`config.mk`:
```
export PLATFORM = sky130hd
export DESIGN_NAME = usb_tx_phy
export DESIGN_NICKNAME = d
export VERILOG_FILES = /design/src/rtl/usb_tx_phy.sv
export SDC_FILE = /design/constraint.sdc
export NUM_CORES = 1
export LEC_CHECK = 0
export ABC_AREA = 1
export BUFFER_PORTS_ARGS = -buffer_cell sky130_fd_sc_hd__buf_4
export CAP_MARGIN = 40
export CORE_MARGIN = 1.5
export CORE_UTILIZATION = 48
export CTS_BUF_LIST = sky130_fd_sc_hd__clkbuf_8
export DETAILED_ROUTE_END_ITERATION = 8
export MAX_ROUTING_LAYER = met4
export PLACE_DENSITY = 0.68
export SETUP_SLACK_MARGIN = 0.3
export SLEW_MARGIN = 20
export SYNTH_ARGS = -nofsm -noshare
export SYNTH_HDL_FRONTEND = slang
export SYNTH_SLANG_ARGS = --single-unit
export TNS_END_PERCENT = 30
```
`constraint.sdc`:
```
create_clock -name clk -period 2.57 [get_ports clk]
set_input_delay 0.3855 -clock clk [delete_from_list [all_inputs] [get_ports clk]]
set_output_delay 0.3855 -clock clk [all_outputs]
set_load 0.05 [all_outputs]
```
`src/rtl/usb_tx_phy.sv`:
```
`default_nettype none
// ----------------------------------------------------------------------------
// Module   : usb_tx_phy
// Brief    : USB full/low-speed transmit PHY. Sends SYNC, NRZI-encoded and
//            bit-stuffed data bytes (LSB first), then SE0/SE0/J end-of-packet.
//            Optional low-speed support is enabled by defining USB_TX_LS_EN.
// Revision : 1.0 - initial release
// ----------------------------------------------------------------------------

package usb_tx_phy_pkg;
  typedef logic [1:0] d_port_t;
endpackage

module usb_tx_phy
  import usb_tx_phy_pkg::*;
#(
  parameter int CLKS_PER_BIT    = 4,
  parameter int CLKS_PER_BIT_LS = 32
) (
  input  logic       clk,
  input  logic       reset,
  input  logic       ls,
  input  logic [7:0] tx_data,
  input  logic       tx_valid,
  output logic       tx_ready,
  output d_port_t    d_o,
  output logic       d_en
);

`ifdef USB_TX_LS_EN
  localparam int MAX_CLKS = (CLKS_PER_BIT > CLKS_PER_BIT_LS) ? CLKS_PER_BIT : CLKS_PER_BIT_LS;
`else
  localparam int MAX_CLKS = CLKS_PER_BIT;
`endif
  localparam int CW = $clog2(MAX_CLKS);
  localparam logic [CW-1:0] FS_LAST = CW'(CLKS_PER_BIT - 1);

  typedef enum logic [2:0] {
    IDLE    = 3'd0,
    SYNC    = 3'd1,
    DATA    = 3'd2,
    EOP_SE0 = 3'd3,
    EOP_J   = 3'd4
  } state_t;

  state_t        state_q;
  logic [CW-1:0] cnt_q;     // clocks elapsed in the current bit time
  logic [7:0]    sr_q;      // current byte; bit 0 is the bit on the wire
  logic [2:0]    idx_q;     // index of current data bit (EOP: bit-time count)
  logic [2:0]    ones_q;    // consecutive ones transmitted so far
  d_port_t       d_o_q;
  logic          d_en_q;

  d_port_t       j_lvl;     // J for the latched speed
  d_port_t       k_start;   // K for the speed being latched at packet start
  logic [CW-1:0] last_cnt;
  logic          strobe;
  logic          need_stuff;
  logic          at_bound;
  logic          next_bit_d;

`ifdef USB_TX_LS_EN
  localparam logic [CW-1:0] LS_LAST = CW'(CLKS_PER_BIT_LS - 1);
  logic ls_q;
  assign j_lvl    = ls_q ? 2'b01 : 2'b10;
  assign k_start  = ls   ? 2'b10 : 2'b01;
  assign last_cnt = ls_q ? LS_LAST : FS_LAST;
`else
  // Low-speed disabled: ls and CLKS_PER_BIT_LS have no effect.
  logic unused_ls;
  assign unused_ls = ls ^ CLKS_PER_BIT_LS[0];
  assign j_lvl     = 2'b10;
  assign k_start   = 2'b01;
  assign last_cnt  = FS_LAST;
`endif

  // Bit strobe, stuffing decision and byte-boundary handshake.
  always_comb begin
    strobe     = (state_q != IDLE) && (cnt_q == last_cnt);
    need_stuff = (ones_q == 3'd6);
    at_bound   = strobe && ((state_q == SYNC) || (state_q == DATA)) &&
                 !need_stuff && (idx_q == 3'd7);
    tx_ready   = at_bound && tx_valid;
    // Next data bit: first bit of a new byte, or the next bit of this one.
    next_bit_d = (idx_q == 3'd7) ? tx_data[0] : sr_q[1];
  end

  assign d_o  = d_o_q;
  assign d_en = d_en_q;

  // Packet sequencer: SYNC and DATA share the NRZI/stuffing path; SYNC is
  // simply the byte 0x80 loaded at packet start.
  always_ff @(posedge clk or posedge reset) begin
    if (reset) begin
      state_q <= IDLE;
      cnt_q   <= '0;
      sr_q    <= '0;
      idx_q   <= '0;
      ones_q  <= '0;
      d_o_q   <= 2'b10;
      d_en_q  <= 1'b0;
`ifdef USB_TX_LS_EN
      ls_q    <= 1'b0;
`endif
    end else begin
      cnt_q <= (state_q == IDLE || strobe) ? '0 : cnt_q + CW'(1);
      case (state_q)
        IDLE: begin
          d_en_q <= 1'b0;
          d_o_q  <= j_lvl;
          idx_q  <= '0;
          ones_q <= '0;
          if (tx_valid) begin
            state_q <= SYNC;
            d_en_q  <= 1'b1;
            d_o_q   <= k_start;   // SYNC bit 0 is a zero: J -> K
            sr_q    <= 8'h80;
`ifdef USB_TX_LS_EN
            ls_q    <= ls;
`endif
          end
        end
        SYNC, DATA: begin
          if (strobe) begin
            if (need_stuff) begin
              d_o_q  <= ~d_o_q;
              ones_q <= '0;
            end else if (idx_q == 3'd7 && !tx_valid) begin
              state_q <= EOP_SE0;
              d_o_q   <= 2'b00;
              idx_q   <= '0;
              ones_q  <= '0;
            end else begin
              if (idx_q == 3'd7) begin
                state_q <= DATA;
                sr_q    <= tx_data;
              end else begin
                sr_q    <= sr_q >> 1;
              end
              idx_q  <= idx_q + 3'd1;
              d_o_q  <= next_bit_d ? d_o_q : ~d_o_q;
              ones_q <= next_bit_d ? ones_q + 3'd1 : 3'd0;
            end
          end
        end
        EOP_SE0: begin
          if (strobe) begin
            if (idx_q == 3'd1) begin
              state_q <= EOP_J;
              d_o_q   <= j_lvl;
              idx_q   <= '0;
            end else begin
              idx_q <= idx_q + 3'd1;
            end
          end
        end
        EOP_J: begin
          if (strobe) begin
            state_q <= IDLE;
            d_en_q  <= 1'b0;
            d_o_q   <= j_lvl;
          end
        end
        default: begin
          state_q <= IDLE;
          d_en_q  <= 1'b0;
          d_o_q   <= j_lvl;
        end
      endcase
    end
  end

endmodule

`default_nettype wire
```
; Word-level counts from Yosys, hierarchy flattened
; Cells that the tools add are included.
[totals]
regBits = 22
out_inout_bits = 4
elab_cells = 91
[op_classes]
add_sub_neg = 3
eq_ne = 17
muxes = 40
bitwise_logic = 2
reduce_logical = 22
[op_table]
columns = cell, n
row1 = 3-bit 2-to-1 mux, 17
row2 = 8-bit 2-to-1 mux, 5
row3 = 2-bit 2-to-1 mux, 9
row4 = 8-bit one-hot mux with 2 select lines, 1
row5 = 2-bit != test (second input constant), 7
row6 = 3-bit one-hot mux with 4 select lines, 1
row7 = 5-bit AND reduction, 2
row8 = 3-bit == test (second input constant), 3
row9 = 3-bit one-hot mux with 3 select lines, 1
row10 = 2-bit one-hot mux with 4 select lines, 1
row11 = 7-bit AND reduction, 1
row12 = 3-bit by 1-bit adder with 3-bit output (second input constant), 2
row13 = 3-bit by 1-bit == test with 1-bit output (second input constant), 2
row14 = 3-bit by 2-bit == test with 1-bit output (second input constant), 2
row15 = 1-bit logical AND, 6
row16 = 3-bit one-hot mux with 2 select lines, 1
row17 = 3-bit nonzero test, 2
row18 = 4-bit != test (second input constant), 1
row19 = 2-bit AND reduction, 2
row20 = 4-bit AND reduction, 1
row21 = 3-bit logical NOT, 1
row22 = 1-bit 2-to-1 mux, 3
row23 = 3-bit != test (second input constant), 1
row24 = 1-bit one-hot mux with 3 select lines, 1
row25 = 9 further kinds, 11

; Depth between registers and ports, before layout
; Gate-level depths: netlist of the first run.
[logic_depth]
depth_word = 7
ltp_mapped = 12

; Worst setup path before layout of the first run
; OpenSTA, ideal clock, no wires.
[synth_path]
path_kind = reg-to-output
startpoint = register idx_q[0]
endpoint = output port tx_ready
arrival_time_ns = 2.449
required_time_ns = 2.184
setup_slack_ns = -0.265
path_stages_with_launch = 6
path_cell_list = dfrtp_1 -> ha_1 -> ha_1 -> buf_4 -> inv_1 -> nor4_1
[synth_between]
elab_chain_len = 3
[synth_rtl]
columns = element, line
row1 = "start, declared", 49  ; logic [2:0] idx_q;
row2 = "start signal, assigned", 140  ; idx_q <= idx_q + 3'd1;
row3 = "start signal, assigned", 153  ; idx_q <= idx_q + 3'd1;
row4 = 3-bit == test, 82  ; !need_stuff && (idx_q == 3'd7);
row5 = 1-bit logical AND, 82
row6 = 1-bit logical AND, 83  ; tx_ready = at_bound && tx_valid;
row7 = "end, declared", 25  ; output logic tx_ready,
; Every way passes these cells.

; Worst setup path after layout of the first run
; Same ends and word-level chain as after synthesis.

==> impl_metrics.ini, run 1 <==
[setup_path]
critPathBufInv = 2
max_stage_delay_ns = 0.40
start_kind = flip-flop
timing.critical_path.mode_cell = ha_1
worst-path-max-fanout = 4
critical-path-slowest-cell = dfrtp_1
worst-r2r-setup-slack_ns = 0.86
arrival_ns = 1.63
worst-setup-path-type = flip-flop to output port
cp-end-kind = output port
cell_breakdown_of_the_critical_path = ha_1 > ha_1 > inv_1 > nor4_2 > buf_4
critical-path-top-delay-family = flip-flops
cp_data_required_time_ns = 2.18

[cts]
cts_inserted_buffers = 3
cts_num_sinks = 21
worst_skew_pair.late_latency_ns = 0.26
postCtsHoldBufs = 0
cts_tree = done
post_cts_resize_count = 0
clkTransAtPathRegs_ns = 0.07
clock_tree.htree_level_count = 1
buffer_levels_on_the_longest_clock_path = 2
post-cts-setup-buffer-count = 0
cts_root_buffer = clkbuf_8

[flow_run]
timing.max_cap.violations = 0

[floorplanning]
row_count = 18
core_area_sq_um = 2567
die_h_microns = 55.79
die_width_microns = 55.79
fp.dieArea_sq_um = 3112
boundaryPins = 16
initial_core_util_pct = 52.10

[logic_synthesis]
synth.top_cells.by_count = 55 x nand2_1, 20 x dfrtp_1, 17 x inv_1
synthSimpleGateAreaFrac_pct = 33.86
netlist_top_cells_area = dfrtp_1 37%, nand2_1 15%, ha_1 6.5%, inv_1 4.8%, o21ai_2 4.6%
post_synth_instance_area_sq_um = 1338
synth_edf_count = 0
top_reg_cell_synth = dfrtp_1
synth.largest_area_cell = dfrtp_1
post-synth-top-count-cell = nand2_1
synth_top_family_by_area = simple AND/OR/NAND/NOR gates
synth.yosys.warnings = 0
synthDominantCellAreaShare_pct = 37.42
syn_avg_cell_area_sq_um = 8.106
yosys_register_bits = 21
ys_async_sr_fraction_pct = 100.0
synth_nets = 184
post_synth_mux_area_share_pct = 4.490
synthCells = 165
synth_sequential_area_ratio_pct = 39.38
synth-xor-area-share_pct = 0.6548
synth-compound-area-share_pct = 8.513
synth_fa_ha_area_share_pct = 6.548
netlist-cell-type-count = 25

[min_path]
holdCritPathClass = input port to asynchronous set/reset pin

[detailed_routing]
routed_length_per_instance_microns = 11.63
vias_per_cell = 5.065
detail-route-antenna-nets = 0
detailedRoute.firstPassIterationCount = 4
drt_iter0_markers = 35
detail_route.drc_violations = 0
via_total_after_detailed_routing = 1084
wl_microns = 2489

[cells_and_area]
area_growth_pct = 15.62
layout-drive-gt1-share_pct = 23.37
fillers = 228
num-nets-final = 204
diodes = 0

[power]
switching_share_pct = 50.32
pwr-share-comb_pct = 59.2
cellPowerDensity_nw_per_um2 = 1164
power.clock.fraction_pct = 11.8
sequentialPowerShare_pct = 29.0
power.leakage_nw = 0.8135
internal_power_mw = 0.8941
vdd.ir_drop.worst_uv = 807.5
total_switching_power_mw = 0.9056
total_power_mw = 1.800

[placement]
port_buffers = 14
dp_hpwl_microns = 1936
globalplace.congestion = 0.8693

[global_routing]
total_global_routing_overflow = 0
initial_antenna_violation_count = 0
grt_start_max_net_pins = 22
first_global_vias = 1002
grt_first_pass_wirelength_microns = 4340
groute.usage.overall_pct = 17.97

[sta]
setup-tns-final_ns = 0
max-slew-margin-rel_pct = 71.80
worstMarginPinSlew_ns = 0.4226
finalMaxSlewViolations = 0
setup_viol = 0
min_period_over_period_pct = 78.45
worst_clock_skew_ns = 0.001375
layout_min_cycle_time_ns = 2.016
report.final.hold_viol_count = 0
maxClockFrequency_mhz = 496.0
rsz0062_at_grt = false

[outcome]
run_status = completed
-- stage by stage --
stage	setup slack [ns]	cell area, sq um	util, %	std cells	hold WS [ns]
floorplan	0.3032	1344	-	165	0.3613
global placement	0.8388	1486	57.89	209	0.4192
detailed placement	0.8347	1486	57.89	209	0.4240
CTS	0.5383	1531	59.65	213	0.2958
global route	0.4336	1546	60.23	214	0.1521
finish	0.5537	1546	60.23	214	0.1149
-- area by class of cell --
type / count / area [sq um] / area share [%]
clock inverter: 1 / 3.754 / 0.2427
sequential: 21 / 526.8 / 34.06
timing repair buffer: 16 / 127.6 / 8.252
clock buffer: 3 / 41.29 / 2.670
multi-input combinational: 122 / 729.5 / 47.17
tap: 30 / 37.54 / 2.427
inverter: 21 / 80.08 / 5.178
-- sequential cells by signal (all words and copies together) (netlist names) --
register	count
sr_q	7
d_en	1
ones_q	3
idx_q	3
cnt_q	2
d_o	2
state_q	3
-- worst paths after layout --
check | from | to | cells after the start
worst max-delay path | idx_q[0] | tx_ready | 5
worst min-delay path | reset | sr_q[2] | 2
worst max register to register | idx_q[0] | d_o[0] | 11
worst min register to register | cnt_q[0] | cnt_q[0] | 1
max in group asynchronous | reset | d_o[1] | 3
min in group clk | tx_data[5] | sr_q[5] | 3
-- logic make-up (layout without fill, tap and decap cells) --
family,Yosys count,in the layout
mux,6,6
buf+inv,22,41
fa+ha+maj,7,7
xor+xnor,1,1
simple gates,91,91
flops,21,21
compound gates,17,17
-- layout by cell type, fill, tap and decap left out --
cell	Yosys	final
nor2_1	14	14
a21oi_1	2	2
nand2_2	2	2
clkinv_2	1	1
inv_2	3	3
xnor2_1	1	1
dfstp_2	1	1
a211oi_1	1	1
o21ai_1	4	4
o21ai_2	7	7
nor4_2	0	1
mux2i_1	6	6
o21ai_0	3	3
inv_1	17	18
buf_8	0	1
ha_1	7	7
dfrtp_1	20	20
clkbuf_8	0	3
nand3_1	7	7
buf_4	1	15
nor2_8	1	1
nand4_1	3	3
nand3_4	2	2
nand3_2	1	1
nand2_4	3	3
nor2_4	2	2
nand2_1	55	55
-- worst reg2reg max path, delay by kind of cell, from the launching register on --
kind / cells / cell delay, ns
simple gates: 7 / 0.52
fa+ha+maj: 2 / 0.43
flops: 1 / 0.42
buf+inv: 2 / 0.23
-- power by group through the flow --
stage	clock [mW]	sequential (mW)	combinational, mW
floorplan	0	0.596	0.783
global placement	0	0.522	1.04
detailed placement	0	0.529	1.07
CTS	0.220	0.524	1.07
global route	0.238	0.535	1.20
finish	0.211	0.523	1.07
-- routing by layer --
metal  up-vias  wire [microns]  global-route usage (%)  part of all wire (%)
met5         -               0                       -                     0
met3         5             125                   5.116                   5.0
li1        563               -                       -                     -
met1       494            1207                   24.19                    48
met4         0              27                   4.878                   1.1
met2        22            1128                   26.53                    45
Note: power is estimated with default switching activity, not from simulation.
==> inputs of run 2 (changes only) <==
==> constraint.sdc (replaced) <==
create_clock -name clk -period 1.9 [get_ports clk]
set_input_delay 0.285 -clock clk [delete_from_list [all_inputs] [get_ports clk]]
set_output_delay 0.285 -clock clk [all_outputs]
set_load 0.05 [all_outputs]
==> impl_metrics.ini, run 2 (synthesis gave the netlist of run 1 again) <==
[outcome]
run_status = completed

[placement]
globalplace.congestion = 0.8612
port_buffers = 14
dp_hpwl_microns = 2036
placed_cells_incl_taps = 211
place_worst_setup_slack_ns = 0.2232

[setup_path]
critPathBufInv = 2
critical-path-top-delay-family = flip-flops
worst-setup-path-type = flip-flop to output port
critical-path-slowest-cell = dfrtp_1
cell_breakdown_of_the_critical_path = ha_4 > ha_4 > inv_4 > nor4_4 > buf_6
start_kind = flip-flop
max_stage_delay_ns = 0.41
cp-end-kind = output port
arrival_ns = 1.49
cp_data_required_time_ns = 1.62
timing.critical_path.mode_cell = ha_4
worst-path-max-fanout = 2

[cells_and_area]
num-nets-final = 218
final-seq-area_sq_um = 526.8
finish.utilization_pct = 67.25
final_cell_count_no_fill = 228
diodes = 0
fillers = 216
area_growth_pct = 29.09
largest-register = sr_q
layout.cells.most_common = nand2_1
multi_input_area_sq_um = 798.3
mostFrequentLayoutCells = 49 x nand2_1, 28 x buf_4, 20 x dfrtp_1
layout-drive-gt1-share_pct = 36.36
largest_register_ffs = 7

[cts]
clkTransAtPathRegs_ns = 0.08
cts_tree = done
worst_skew_pair.late_latency_ns = 0.26
cts_inserted_buffers = 3
cts_num_sinks = 21
buffer_levels_on_the_longest_clock_path = 2
clock_tree.htree_level_count = 1
cts_root_buffer = clkbuf_8
postCtsHoldBufs = 0

[power]
power.clock.fraction_pct = 11.2
internal_power_mw = 1.343
sequentialPowerShare_pct = 26.3
pwr-share-comb_pct = 62.5
total_switching_power_mw = 1.343
power.leakage_nw = 0.8923
switching_share_pct = 50.00
cellPowerDensity_nw_per_um2 = 1556
vdd.ir_drop.worst_uv = 1294

[floorplanning]
fp.dieArea_sq_um = 3112
initial_core_util_pct = 52.10
die_width_microns = 55.79
die_h_microns = 55.79
boundaryPins = 16
core_area_sq_um = 2567
row_count = 18

[sta]
fin_hold_ws_ns = 0.04905
max-slew-margin-rel_pct = 81.04
layout_min_cycle_time_ns = 1.775
finalMaxSlewViolations = 0
worst_clock_skew_ns = 0.002499
rsz0062_at_grt = true
worstMarginPinSlew_ns = 0.2844
post-route-worst-setup-slack_ns = 0.1253
report.final.hold_viol_count = 0
setup-tns-final_ns = 0
min_period_over_period_pct = 93.40
maxClockFrequency_mhz = 563.5
setup_viol = 0

[detailed_routing]
detail_route.drc_violations = 0
routed_length_per_instance_microns = 12.83
vias_per_cell = 5.140
detailedRoute.firstPassIterationCount = 4
detail-route-antenna-nets = 0
wl_microns = 2926
via_total_after_detailed_routing = 1172
drt_iter0_markers = 26

[min_path]
holdCritPathClass = input port to asynchronous set/reset pin

[global_routing]
initial_antenna_violation_count = 0
grt_start_max_net_pins = 22
total_global_routing_overflow = 0
groute.usage.overall_pct = 20.47
grt_first_pass_wirelength_microns = 4919
first_global_vias = 1150

[flow_run]
timing.max_cap.violations = 0
-- run 2: changes by cell type in the layout (fill, tap and decap cells not counted), sizes merged --
cell    change
clkinv      +1
buf        +14
inv         -1
-- run 2: timing repair --
item                                    in CTS  in global routing
gates cloned                                 0                  0
endpoints found under the setup margin      15                 16
buffers inserted                             6                  7
gates resized for setup                     10                  9
pin swaps                                    3                  6
-- run 2: worst paths after layout --
kind,startpoint,slack (ns),cells after the start,end
hold reg to reg,cnt_q[0],0.43,1,cnt_q[0]
hold / removal,reset,0.05,3,sr_q[1]
max in group asynchronous,reset,1.58,3,d_o[1]
setup reg to reg,idx_q[0],0.30,9,state_q[0]
setup / recovery,idx_q[0],0.13,5,tx_ready
min in group clk,tx_data[3],0.31,3,sr_q[3]
-- run 2: final cells by class --
type                    count  share of cell area [%]
well taps                  30                   2.174
repair buffers             30                   13.48
flip-flops and latches     21                   30.51
clock inverters             1                  0.2899
clock buffers               3                   2.391
multi-input cells         122                   46.23
inverters                  21                   4.928
-- run 2: worst min-delay path, stage by stage --
cell,delay (ns)
buf_4,0.11
inv_1,0.04
buf_4,0.27
-- run 2: metal layers --
| layer | routed length (microns) | vias to the layer above | track usage, % | part of all wire [%] |
|---|---|---|---|---|
| met5 | 0 | - | - | 0 |
| met4 | 53 | 0 | 8.711 | 1.8 |
| met3 | 155 | 7 | 3.721 | 5.3 |
| met2 | 1456 | 35 | 32.48 | 50 |
| met1 | 1260 | 541 | 25.66 | 43 |
| li1 | - | 589 | - | - |
-- run 2: metrics by stage --
step | total power, mW | area [sq um]
after detailed placement | 2.211 | 1520
after global routing | 2.917 | 1727
after floorplan | 1.884 | 1363
after CTS | 2.587 | 1650
after global placement | 2.157 | 1520
final | 2.686 | 1727
-- run 2: power by group through the flow --
stage               logic [mW]  clock network (mW)  registers, mW
floorplan                 1.07                   0          0.809
global placement          1.45                   0          0.708
detailed placement        1.49                   0          0.718
CTS                       1.57               0.309          0.708
global route              1.86               0.333          0.726
finish                    1.68               0.301          0.706
==> inputs of run 3 (changes only) <==
--- a/config.mk
+++ b/config.mk
@@ -8,12 +8,13 @@
 export ABC_AREA = 1
 export BUFFER_PORTS_ARGS = -buffer_cell sky130_fd_sc_hd__buf_4
 export CAP_MARGIN = 40
-export CORE_MARGIN = 1.5
+export CORE_MARGIN = 10
 export CORE_UTILIZATION = 48
 export CTS_BUF_LIST = sky130_fd_sc_hd__clkbuf_8
 export DETAILED_ROUTE_END_ITERATION = 8
 export MAX_ROUTING_LAYER = met4
 export PLACE_DENSITY = 0.68
+export REMOVE_ABC_BUFFERS = 1
 export SETUP_SLACK_MARGIN = 0.3
 export SLEW_MARGIN = 20
 export SYNTH_ARGS = -nofsm -noshare
==> constraint.sdc (replaced) <==
create_clock -name clk -period 1.8 [get_ports clk]
set_input_delay 0.27 -clock clk [delete_from_list [all_inputs] [get_ports clk]]
set_output_delay 0.27 -clock clk [all_outputs]
set_load 0.05 [all_outputs]
==> impl_metrics.ini, run 3 (synthesis gave the netlist of run 1 again) <==
[cts]
buffer_levels_on_the_longest_clock_path = 2
cts_num_sinks = 21
worst_skew_pair.late_latency_ns = 0.26
clock_tree.htree_level_count = 1
postCtsHoldBufs = 0
cts_tree = done
clkTransAtPathRegs_ns = 0.07
cts_root_buffer = clkbuf_8
cts_inserted_buffers = 3

[sta]
worstMarginPinSlew_ns = 0.2736
rsz0062_at_grt = true
maxClockFrequency_mhz = 550.1
report.final.hold_viol_count = 0
layout_min_cycle_time_ns = 1.818
post-route-worst-setup-slack_ns = -0.01775
worst_clock_skew_ns = 0.002196
finalMaxSlewViolations = 0
min_period_over_period_pct = 101.0
setup_viol = 1
max-slew-margin-rel_pct = 81.76

[setup_path]
worst_r2r_endpoint = ones_q[1]
max_stage_delay_ns = 0.43
arrival_ns = 1.55
worst-path-max-fanout = 4
critical-path-top-delay-family = simple AND/OR/NAND/NOR gates
timing.critical_path.mode_cell = nand2_4
critPathBufInv = 1
r2r_start = idx_q[1]
start_kind = flip-flop
cp_data_required_time_ns = 1.53
critical-path-slowest-cell = dfrtp_1
setup.worst_path.start = state_q[0]
worst-r2r-setup-slack_ns = 0.29
reg2reg_depth = 9
worst-setup-path-type = flip-flop to output port
cp-end-kind = output port
cell_breakdown_of_the_critical_path = nand2_2 > nand2_4 > nor2_8 > nand2_4 > nor4_4 > buf_6
timing.critical_path.depth = 6

[detailed_routing]
detailedRoute.firstPassIterationCount = 4
wl_microns = 3102
vias_per_cell = 5.258
detail-route-antenna-nets = 0
via_total_after_detailed_routing = 1183
detail_route.drc_violations = 0
drt_iter0_markers = 53
routed_length_per_instance_microns = 13.79

[placement]
port_buffers = 14
globalplace.congestion = 0.9014
dp_hpwl_microns = 2196
place_worst_setup_slack_ns = 0.08653
placed_cells_incl_taps = 213
placed_area_sq_um = 1504

[outcome]
run_status = finished, violations left
failed_checks = negative setup slack

[power]
vdd.ir_drop.worst_uv = 927.8
total_power_mw = 2.900
power.leakage_nw = 0.8787
cellPowerDensity_nw_per_um2 = 1649

[cells_and_area]
layout-drive-gt1-share_pct = 42.78
final_cell_count_no_fill = 225
layout.cells.most_common = nand2_1
largest-register = sr_q
num-nets-final = 214
fillers = 224
largest_register_ffs = 7
area_growth_pct = 31.52
diodes = 0
multi_input_area_sq_um = 857.1
finish.utilization_pct = 64.91
final_design_area_no_fill_sq_um = 1759
mostFrequentLayoutCells = 40 x nand2_1, 23 x buf_4, 20 x dfrtp_1
final-seq-area_sq_um = 526.8

[global_routing]
grt_start_max_net_pins = 22
groute.usage.overall_pct = 11.87
grt_first_pass_wirelength_microns = 4974
initial_antenna_violation_count = 0
first_global_vias = 1169
total_global_routing_overflow = 0

[flow_run]
timing.max_cap.violations = 0

[floorplanning]
core_area_sq_um = 2710
die_h_microns = 72.79
die_width_microns = 72.79
row_count = 19
boundaryPins = 16
initial_core_util_pct = 49.35
fp.dieArea_sq_um = 5298

[min_path]
holdCritPathClass = input port to asynchronous set/reset pin
## run 3: cell count changes in the layout (fill, tap and decap cells not counted), sizes merged
cell	change
inv	+1
buf	-4
clkinv	-1
## run 3: layout make-up
type | count | area share (%)
clock buffers | 3 | 2.347
repair buffers | 26 | 11.74
inverters | 21 | 4.836
clock inverters | 1 | 0.2134
well taps | 31 | 2.205
flip-flops and latches | 21 | 29.94
multi-input cells | 122 | 48.72
## run 3: report_power, final
group	switching [mW]	total [mW]	leakage (nW)	internal [mW]
clock	0.151	0.303	0.0269	0.152
combinational	1.20	1.83	0.575	0.636
sequential	0.127	0.765	0.277	0.637
## run 3: metrics by stage
stage	hold WS (ns)	setup TNS (ns)
2_1_floorplan	0.2458	-1.039
3_5_place_dp	0.3313	0
3_3_place_gp	0.3203	0
5_1_grt	0.06285	-0.08865
4_1_cts	0.04902	-0.03041
6_report	0.04206	-0.01775
## run 3: worst max-delay path by stage
stage	slack, ns	endpoint
4_1_cts	-0.03	tx_ready
5_1_grt	-0.09	tx_ready
2_1_floorplan	-1.04	tx_ready
3_5_place_dp	0.09	tx_ready
6_report	-0.02	tx_ready
3_3_place_gp	0.09	tx_ready
## run 3: repair_timing
item	CTS	global route
setup buffers	2	6
hold endpoints to repair	0	0
pin swaps	0	19
setup endpoints to repair	16	19
resized for setup	6	37
## run 3: worst reg2reg max path, cell delays in order, from the launching register on
cell	delay [ns]
dfrtp_1	0.42
ha_4	0.20
ha_4	0.18
inv_4	0.06
nor2_1	0.04
nor2_1	0.12
nand2_2	0.10
nor2_4	0.11
nand2_2	0.09
o21ai_2	0.13
## run 3: metal layers
| metal | vias to the layer above | global-route usage (%) | wire (microns) |
|---|---|---|---|
| met5 | - | - | 0 |
| met2 | 20 | 20.62 | 1743 |
| met3 | 5 | 2.313 | 75 |
| met4 | 0 | 6.962 | 52 |
| li1 | 588 | - | - |
| met1 | 570 | 12.09 | 1231 |
